===== src/rtl/vga_rect_blitter.sv =====
// Rectangle-fill engine: takes one CPU command word and streams one pixel-write per
// clock into the VGA framebuffer driver's write port, with a one-deep pending slot.
module vga_rect_blitter #(
    parameter int unsigned WIDTH  = 80,
    parameter int unsigned HEIGHT = 60
) (
    input  logic        clock_50,
    input  logic        reset,
    input  logic [31:0] data,
    input  logic        chip_select,
    input  logic        write_enable,
    output logic [31:0] pix_data,
    output logic        pix_cs,
    output logic        pix_we,
    output logic        busy,
    output logic        done,
    output logic        overflow
);

    localparam logic [6:0] XMAX = 7'(WIDTH - 1);
    localparam logic [5:0] YMAX = 6'(HEIGHT - 1);

    typedef enum logic [1:0] {S_IDLE, S_LOAD, S_FILL} state_e;

    typedef struct packed {
        logic       col;
        logic [5:0] y1;
        logic [6:0] x1;
        logic [5:0] y0;
        logic [6:0] x0;
    } cmd_t;

    state_e      state_q, state_d;
    cmd_t        act_q, act_d, pend_q, pend_d;
    logic        pend_vld_q, pend_vld_d;
    logic [6:0]  xs_q, xs_d, xe_q, xe_d, cx_q, cx_d;
    logic [5:0]  ys_q, ys_d, ye_q, ye_d, cy_q, cy_d;
    logic        col_q, col_d;
    logic [31:0] pix_data_q, pix_data_d;
    logic        pix_cs_q, pix_cs_d;
    logic        last_q, last_d;
    logic        done_q, done_d;
    logic        busy_q, busy_d;
    logic        ovf_q, ovf_d;

    logic        cmd_wr, ctl_wr, drop;
    logic [6:0]  ax0, ax1;
    logic [5:0]  ay0, ay1;
    logic        unused_bits;

    assign unused_bits = ^data[30:27];
    assign cmd_wr = chip_select & write_enable & ~data[31];
    assign ctl_wr = chip_select & write_enable &  data[31];

    assign ax0 = (act_q.x0 > XMAX) ? XMAX : act_q.x0;
    assign ax1 = (act_q.x1 > XMAX) ? XMAX : act_q.x1;
    assign ay0 = (act_q.y0 > YMAX) ? YMAX : act_q.y0;
    assign ay1 = (act_q.y1 > YMAX) ? YMAX : act_q.y1;

    always_comb begin
        state_d    = state_q;
        act_d      = act_q;
        pend_d     = pend_q;
        pend_vld_d = pend_vld_q;
        xs_d       = xs_q;
        xe_d       = xe_q;
        ys_d       = ys_q;
        ye_d       = ye_q;
        cx_d       = cx_q;
        cy_d       = cy_q;
        col_d      = col_q;
        pix_cs_d   = 1'b0;
        pix_data_d = '0;
        last_d     = 1'b0;
        done_d     = last_q;
        drop       = 1'b0;

        case (state_q)
            S_IDLE: begin
                if (cmd_wr) begin
                    act_d   = cmd_t'(data[26:0]);
                    state_d = S_LOAD;
                end
            end
            S_LOAD: begin
                xs_d    = (ax0 > ax1) ? ax1 : ax0;
                xe_d    = (ax0 > ax1) ? ax0 : ax1;
                ys_d    = (ay0 > ay1) ? ay1 : ay0;
                ye_d    = (ay0 > ay1) ? ay0 : ay1;
                cx_d    = (ax0 > ax1) ? ax1 : ax0;
                cy_d    = (ay0 > ay1) ? ay1 : ay0;
                col_d   = act_q.col;
                state_d = S_FILL;
            end
            S_FILL: begin
                pix_cs_d   = 1'b1;
                pix_data_d = {18'b0, cy_q, cx_q, col_q};
                if (cx_q == xe_q) begin
                    cx_d = xs_q;
                    if (cy_q == ye_q) begin
                        last_d = 1'b1;
                        if (pend_vld_q) begin
                            act_d      = pend_q;
                            pend_vld_d = 1'b0;
                            state_d    = S_LOAD;
                        end else begin
                            state_d = S_IDLE;
                        end
                    end else begin
                        cy_d = cy_q + 6'd1;
                    end
                end else begin
                    cx_d = cx_q + 7'd1;
                end
            end
            default: state_d = S_IDLE;
        endcase

        // A full slot (including one being promoted this cycle) rejects the write.
        if (cmd_wr && state_q != S_IDLE) begin
            if (pend_vld_q) begin
                drop = 1'b1;
            end else begin
                pend_d     = cmd_t'(data[26:0]);
                pend_vld_d = 1'b1;
            end
        end

        ovf_d  = ctl_wr ? 1'b0 : (drop ? 1'b1 : ovf_q);
        // Holding busy through the final FILL edge keeps it aligned with done.
        busy_d = (state_d != S_IDLE) | pend_vld_d | (state_q == S_FILL);
    end

    always_ff @(posedge clock_50) begin
        if (reset) begin
            state_q    <= S_IDLE;
            act_q      <= '0;
            pend_q     <= '0;
            pend_vld_q <= 1'b0;
            xs_q       <= '0;
            xe_q       <= '0;
            ys_q       <= '0;
            ye_q       <= '0;
            cx_q       <= '0;
            cy_q       <= '0;
            col_q      <= 1'b0;
            pix_data_q <= '0;
            pix_cs_q   <= 1'b0;
            last_q     <= 1'b0;
            done_q     <= 1'b0;
            busy_q     <= 1'b0;
            ovf_q      <= 1'b0;
        end else begin
            state_q    <= state_d;
            act_q      <= act_d;
            pend_q     <= pend_d;
            pend_vld_q <= pend_vld_d;
            xs_q       <= xs_d;
            xe_q       <= xe_d;
            ys_q       <= ys_d;
            ye_q       <= ye_d;
            cx_q       <= cx_d;
            cy_q       <= cy_d;
            col_q      <= col_d;
            pix_data_q <= pix_data_d;
            pix_cs_q   <= pix_cs_d;
            last_q     <= last_d;
            done_q     <= done_d;
            busy_q     <= busy_d;
            ovf_q      <= ovf_d;
        end
    end

    assign pix_data = pix_data_q;
    assign pix_cs   = pix_cs_q;
    assign pix_we   = pix_cs_q;
    assign busy     = busy_q;
    assign done     = done_q;
    assign overflow = ovf_q;

endmodule


===== config.mk =====
export PLATFORM = sky130hd
export DESIGN_NAME = vga_rect_blitter
export DESIGN_NICKNAME = d
export VERILOG_FILES = /design/src/rtl/vga_rect_blitter.sv
export SDC_FILE = /design/constraint.sdc
export NUM_CORES = 1
export LEC_CHECK = 0
export BUFFER_PORTS_ARGS = -buffer_cell sky130_fd_sc_hd__buf_4
export CAP_MARGIN = 20
export CORE_ASPECT_RATIO = 1.75
export CORE_MARGIN = 3
export CORE_UTILIZATION = 50
export CTS_CLUSTER_DIAMETER = 150
export CTS_CLUSTER_SIZE = 16
export DETAILED_ROUTE_END_ITERATION = 16
export PLACE_DENSITY = 0.81
export SLEW_MARGIN = 40
export SYNTH_ARGS = -nofsm -noshare
export SYNTH_HDL_FRONTEND = slang
export SYNTH_SLANG_ARGS = --single-unit

===== constraint.sdc =====
create_clock -name clock_50 -period 4.4 [get_ports clock_50]
set_input_delay 0.22 -clock clock_50 [delete_from_list [all_inputs] [get_ports clock_50]]
set_output_delay 0.22 -clock clock_50 [all_outputs]
set_load 0.01 [all_outputs]

* Word level (Yosys, flattened, before mapping)
Cells that the tools add are included.
Word-level totals: memories kept 0, RAM bits 0, output and inout port bits 37, input port bits 36, flip-flop bits (word level) 128, logic and storage cells 95, memory bits (read-only) 0, latch bits 0
Cells by class: equality and inequality tests 9, shift operators 0, reductions and logical operators 12, multiplexer cells 32, bitwise logic cells 9, multipliers 0, divide/modulo/power cells 0, $add $sub $neg 2, $lt $le $gt $ge 6
Operators with widths (number):
- $mux W27 | 4
- $pmux W27 S2 | 1
- $mux W6 | 6
- $mux W7 | 5
- $gt A7 B7 Y1 const B | 2
- $pmux W7 S2 | 1
- $gt A6 B6 Y1 const B | 2
- $pmux W6 S2 | 1
- $mux W1 | 10
- $ne A2 B2 Y1 const B | 5
- $reduce_bool A2 Y1 | 4
- $add A7 B1 Y7 const B | 1
- $eq A7 B7 Y1 | 1
- $gt A7 B7 Y1 | 1
- $add A6 B1 Y6 const B | 1
- $eq A6 B6 Y1 | 1
- $gt A6 B6 Y1 | 1
- $mux W2 | 3
- $pmux W2 S3 | 1
- $reduce_and A5 Y1 | 1
- $not A1 Y1 | 4
- $reduce_or A2 Y1 | 2
- $and A1 B1 Y1 | 3
- $reduce_and A3 Y1 | 1
- other kinds (7) | 8

* Logic depth before layout (Yosys ltp)
depth in word-level cells 8, depth in mapped cells 10, gate-level depth less buffers 9

* Worst setup path after synthesis
Ideal clock, no wire load.
path type register to register, start reg act_q[24] in the netlist's numbering, end reg ye_q[2], setup time 0.079 ns, slack 1.960 ns, data arrival time 2.360 ns, path buffers 0, cell stages (with the launch flop) 10, required time 4.321 ns, period minus slack after synthesis 2.440 ns, cell sequence dfxtp_1 and4_1 or2_2 inv_1 ha_1 nor2b_1 o21ai_1 a31o_2 mux2_1 a211oi_2
On the way: longest elaborated chain between the ends 4
RTL lines:
- start: declaration | RTL line 34 | cmd_t act_q, act_d, pend_q, pend_d;
- start signal: assignment | RTL line 155 | act_q <= act_d;
- $gt A6 B6 Y1 | RTL line 58 | assign ay1 = (act_q.y1 > YMAX) ? YMAX : act_q.y1;
- $mux W6 (*) | RTL line 58
- $gt A6 B6 Y1 | RTL line 89 | ye_d = (ay0 > ay1) ? ay0 : ay1;
- $mux W6 (*) | RTL line 89
- end signal: assignment | RTL line 161 | ye_q <= ye_d;
- end: declaration | RTL line 37 | logic [5:0] ys_q, ys_d, ye_q, ye_d, cy_q, cy_d;
Mark *: on every way between the ends. The rest lies on a longest branch, timed or not. A chain may end at the register's enable or synchronous reset.

* Worst setup path after layout
start reg act_q[4] in the netlist's numbering, end reg xs_q[5]
On the way: longest elaborated chain between the ends 4
RTL lines:
- $gt A7 B7 Y1 | RTL line 55 | assign ax0 = (act_q.x0 > XMAX) ? XMAX : act_q.x0;
- $mux W7 (*) | RTL line 55
- $gt A7 B7 Y1 | RTL line 86 | xs_d = (ax0 > ax1) ? ax1 : ax0;
- $mux W7 (*) | RTL line 86
- end signal: assignment | RTL line 158 | xs_q <= xs_d;
- end: declaration | RTL line 36 | logic [6:0] xs_q, xs_d, xe_q, xe_d, cx_q, cx_d;
Marked as above.

==> flow_summary.toml <==
[worst_setup_path]
cp-start-kind = "flip-flop"
crit_chain = "o21a_1 -> or2_2 -> ha_1 -> nand4_1 -> a21o_1 -> a21boi_4 -> mux2i_1 -> a211oi_1"
cp_max_fo = 16
worst_r2r_endpoint = "xs_q[5]"
critPathKind = "reg -> reg"
worst_ep_arrival_time_ns = 2.99
rrSetupSlack_ns = 1.62
path_buf_inv = 0
cp_slowest_cell = "a21boi_4"
timing.rr.start = "act_q[4]"
r2r_cells = 8
critical_path.max_stage_delay_ns = 0.49
crit_family = "compound AO/OA/AOI/OAI gates"
crit_path_end_kind = "flip-flop"
required_ns = 4.61

[global_route]
grt_pass1_wl_mm = 22.9
grt_max_degree = 54
track_usage_pct = 20.9
grt_pass1_vias = 5054
grt-ovfl-total = 0
antenna_found_initial = 0

[hold_path]
min_from = "data[31]"
hp-class = "in -> reg"
hold_depth = 2
min_to = "overflow"

[synthesis]
ys_seq_area_share_pct = 36.5
yosysUniqueCellTypes = 69
ys_ff_latch = 110
synth_async_sr_flop_share_pct = 0
synth_ff_type = "dfxtp_1"
syn_area_per_cell_um2 = 8.63
synth_edf_count = 0
syn_area_um2 = 6030
synth_cells = 699
yosys_warnings = 0

[sta]
worstMarginPinSlew_ns = 0.762
period_share_pct = 63.2
rsz0062_at_grt = "false"
max_freq_ghz = 0.360
period_minus_slack_ns = 2.78
slew_headroom_pct = 49.2
fin_skew_ns = 0.00818
fin_tns_setup_ns = 0
finalSetupViolCount = 0
finalHoldViolCount = 0
drv_slew = 0

[clock_network]
cts_sinks = 110
worstSkewPairLatency_ns = 0.35
holdBufCountCts = 0
cts_root_buf = "clkbuf_16"
cts_tree = "done"
cts_buffer_depth = 2
clkSlewWorstSetupHoldPaths_ns = 0.07
cts_buffers = 9
cts_setup_buffers = 0
ctsResizeCount = 0
cts_htree_levels = 3

[drt]
highest_layer = "met4"
vias = 5140
drt_iter0_markers = 341
first_pass_iters = 5
dr_wl_met2_mm = 7.06
wire_per_inst_um = 16.2
wirelength_mm = 13.7
routed_via_density = 6.09
ant_nets = 0
drc = 0
wl_met3_um = 616
wl_met1_mm = 5.58

[floorplan]
core_um2 = 11600
row_count = 52
io_pins = 73
fp.dieW_um = 89.0
start_util_pct = 51.8
die-area_um2 = 13500
die_h_um = 151

[placed_design]
place.gp.congestion = 0.903
place.port_buffers = 50
dp_hpwl_mm = 9.67
dpl_cell_area_um2 = 6240

[pwr]
powerDensity_nw_per_um2 = 452
ir_worst_vdd_v = 0.000238
power_leakage_uw = 0.00250

[final_layout]
antenna_cells = 0
final_layout_size_suffix_gt1_share_pct = 17.9
final_cell_area_um2 = 6530
fin_nets = 761
synthToLayoutAreaGrowth_pct = 8.28

[status]
status = "finished clean"

[flow_run]
drv_cap = 0
==> registers in the layout, summed over array words and instances, names as in the netlist <==
| register | cells |
|---|---|
| cy_q | 6 |
| pix_data | 14 |
| pend_vld_q | 1 |
| pix_cs | 1 |
| busy | 1 |
| done | 1 |
| xe_q | 7 |
| done_d | 1 |
| cx_q | 7 |
| act_q | 27 |
| ye_q | 6 |
| pend_q | 27 |
| state_q | 2 |
| col_q | 1 |
| overflow | 1 |
| xs_q | 7 |
==> worst max-delay path by stage <==
stage / start / endpoint / slack (ns) / cells past startpoint
global route: act_q[10] / ye_q[2] / 1.46 / 9
floorplan: act_q[24] / ye_q[2] / 1.96 / 9
CTS: act_q[4] / xs_q[5] / 1.40 / 8
finish: act_q[4] / xs_q[5] / 1.62 / 8
detailed placement: act_q[6] / xs_q[5] / 1.41 / 8
global placement: act_q[4] / xs_q[5] / 1.58 / 8
==> power breakdown <==
| part | internal [uW] | total (uW) | leakage [uW] | switching (uW) |
|---|---|---|---|---|
| sequential | 1080 | 1160 | 0.000894 | 82.1 |
| combinational | 408 | 1020 | 0.00147 | 615 |
| clock | 409 | 769 | 0.000133 | 360 |
==> cells in the final DEF (no fill, tap or decap), types with 4 or more instances in the layout <==
cell / n
mux2_2: 29
or2_2: 4
dfxtp_1: 110
nand4_1: 4
and3_1: 17
nand3_1: 9
o211ai_1: 13
nand2b_1: 9
a211oi_2: 4
nor4_1: 28
a21oi_1: 37
o21a_1: 6
nand2_1: 75
nor2b_1: 10
a311oi_1: 10
nor3_1: 31
ha_1: 18
a31oi_1: 29
mux2i_1: 13
a221oi_1: 5
a211oi_1: 9
xor2_1: 15
nor2_1: 39
conb_1: 18
buf_4: 55
inv_1: 22
clkbuf_16: 9
o21ai_0: 13
==> worst reg2reg max path, delay by kind of cell (launching register included) <==
kind,cells,cell delay [ns]
flip-flops,1,0.32
AO/OA/AOI/OAI,4,1.13
AND/OR/NAND/NOR,2,0.50
adder cells (fa/ha/maj),1,0.31
multiplexers,1,0.39
==> final cells by class <==
type / instances / area, um2
repair buffers: 55 / 413
fillers: 1015 / 5120
inverters: 22 / 82.6
multi-input cells: 508 / 3390
clock buffers: 11 / 253
flip-flops and latches: 110 / 2200
clock inverters: 3 / 21.3
well taps: 135 / 169
==> metrics by stage <==
| stage | power, uW | worst slack, ns | util [%] | hold WS [ns] | instances |
|---|---|---|---|---|---|
| final | 2950 | 1.62 | 56.1 | 0.0846 | 844 |
| after global routing | 3100 | 1.46 | 56.1 | 0.0907 | 844 |
| after CTS | 2940 | 1.40 | 55.9 | 0.0764 | 844 |
| after detailed placement | 2180 | 1.41 | 53.6 | 0.430 | 830 |
| after global placement | 2130 | 1.58 | 53.6 | 0.425 | 830 |
| after floorplan | 2010 | 1.96 | - | 0.331 | 716 |
==> cells by family (layout without fill, tap and decap cells) <==
| group | Yosys count | after routing | synth area share [%] |
|---|---|---|---|
| xor+xnor | 18 | 18 | 2.61 |
| mux | 43 | 43 | 7.76 |
| other cells | 1 | 18 | 0.0622 |
| buf+inv | 98 | 91 | 8.67 |
| fa+ha+maj | 19 | 19 | 3.94 |
| flops | 110 | 110 | 36.5 |
| compound gates | 163 | 163 | 19.5 |
| simple gates | 247 | 247 | 20.9 |
==> Yosys cell counts (3+ instances only) <==
master | count | area share [%]
a211oi_1 | 9 | 1.1
a211oi_2 | 4 | 0.83
a21o_1 | 3 | 0.37
a21oi_1 | 37 | 3.1
a221oi_1 | 5 | 0.73
a311oi_1 | 10 | 1.5
a31oi_1 | 29 | 3.0
and2_1 | 4 | 0.41
and3_1 | 17 | 1.8
and4_1 | 3 | 0.44
buf_1 | 3 | 0.19
buf_2 | 7 | 0.58
buf_4 | 22 | 2.7
buf_6 | 4 | 0.75
buf_8 | 3 | 0.75
clkbuf_1 | 37 | 2.3
dfxtp_1 | 110 | 37
ha_1 | 19 | 3.9
inv_1 | 22 | 1.4
mux2_2 | 29 | 5.4
mux2i_1 | 13 | 2.2
nand2_1 | 76 | 4.7
nand2b_1 | 9 | 0.93
nand3_1 | 9 | 0.75
nand4_1 | 4 | 0.41
nor2_1 | 39 | 2.4
nor2b_1 | 11 | 1.1
nor3_1 | 31 | 2.6
nor4_1 | 28 | 2.9
o211ai_1 | 13 | 1.6
o21a_1 | 6 | 0.75
o21ai_0 | 13 | 1.1
o22ai_1 | 3 | 0.31
o32ai_1 | 3 | 0.44
or2_2 | 4 | 0.41
xnor2_1 | 3 | 0.44
xor2_1 | 15 | 2.2
==> metal layers <==
layer,vias up,global-route usage [%]
li1,2513,-
met1,2436,24.3
met2,156,36.5
met3,35,2.89
met4,0,10.7
met5,-,0
Note: power is estimated with default switching activity, not from simulation.
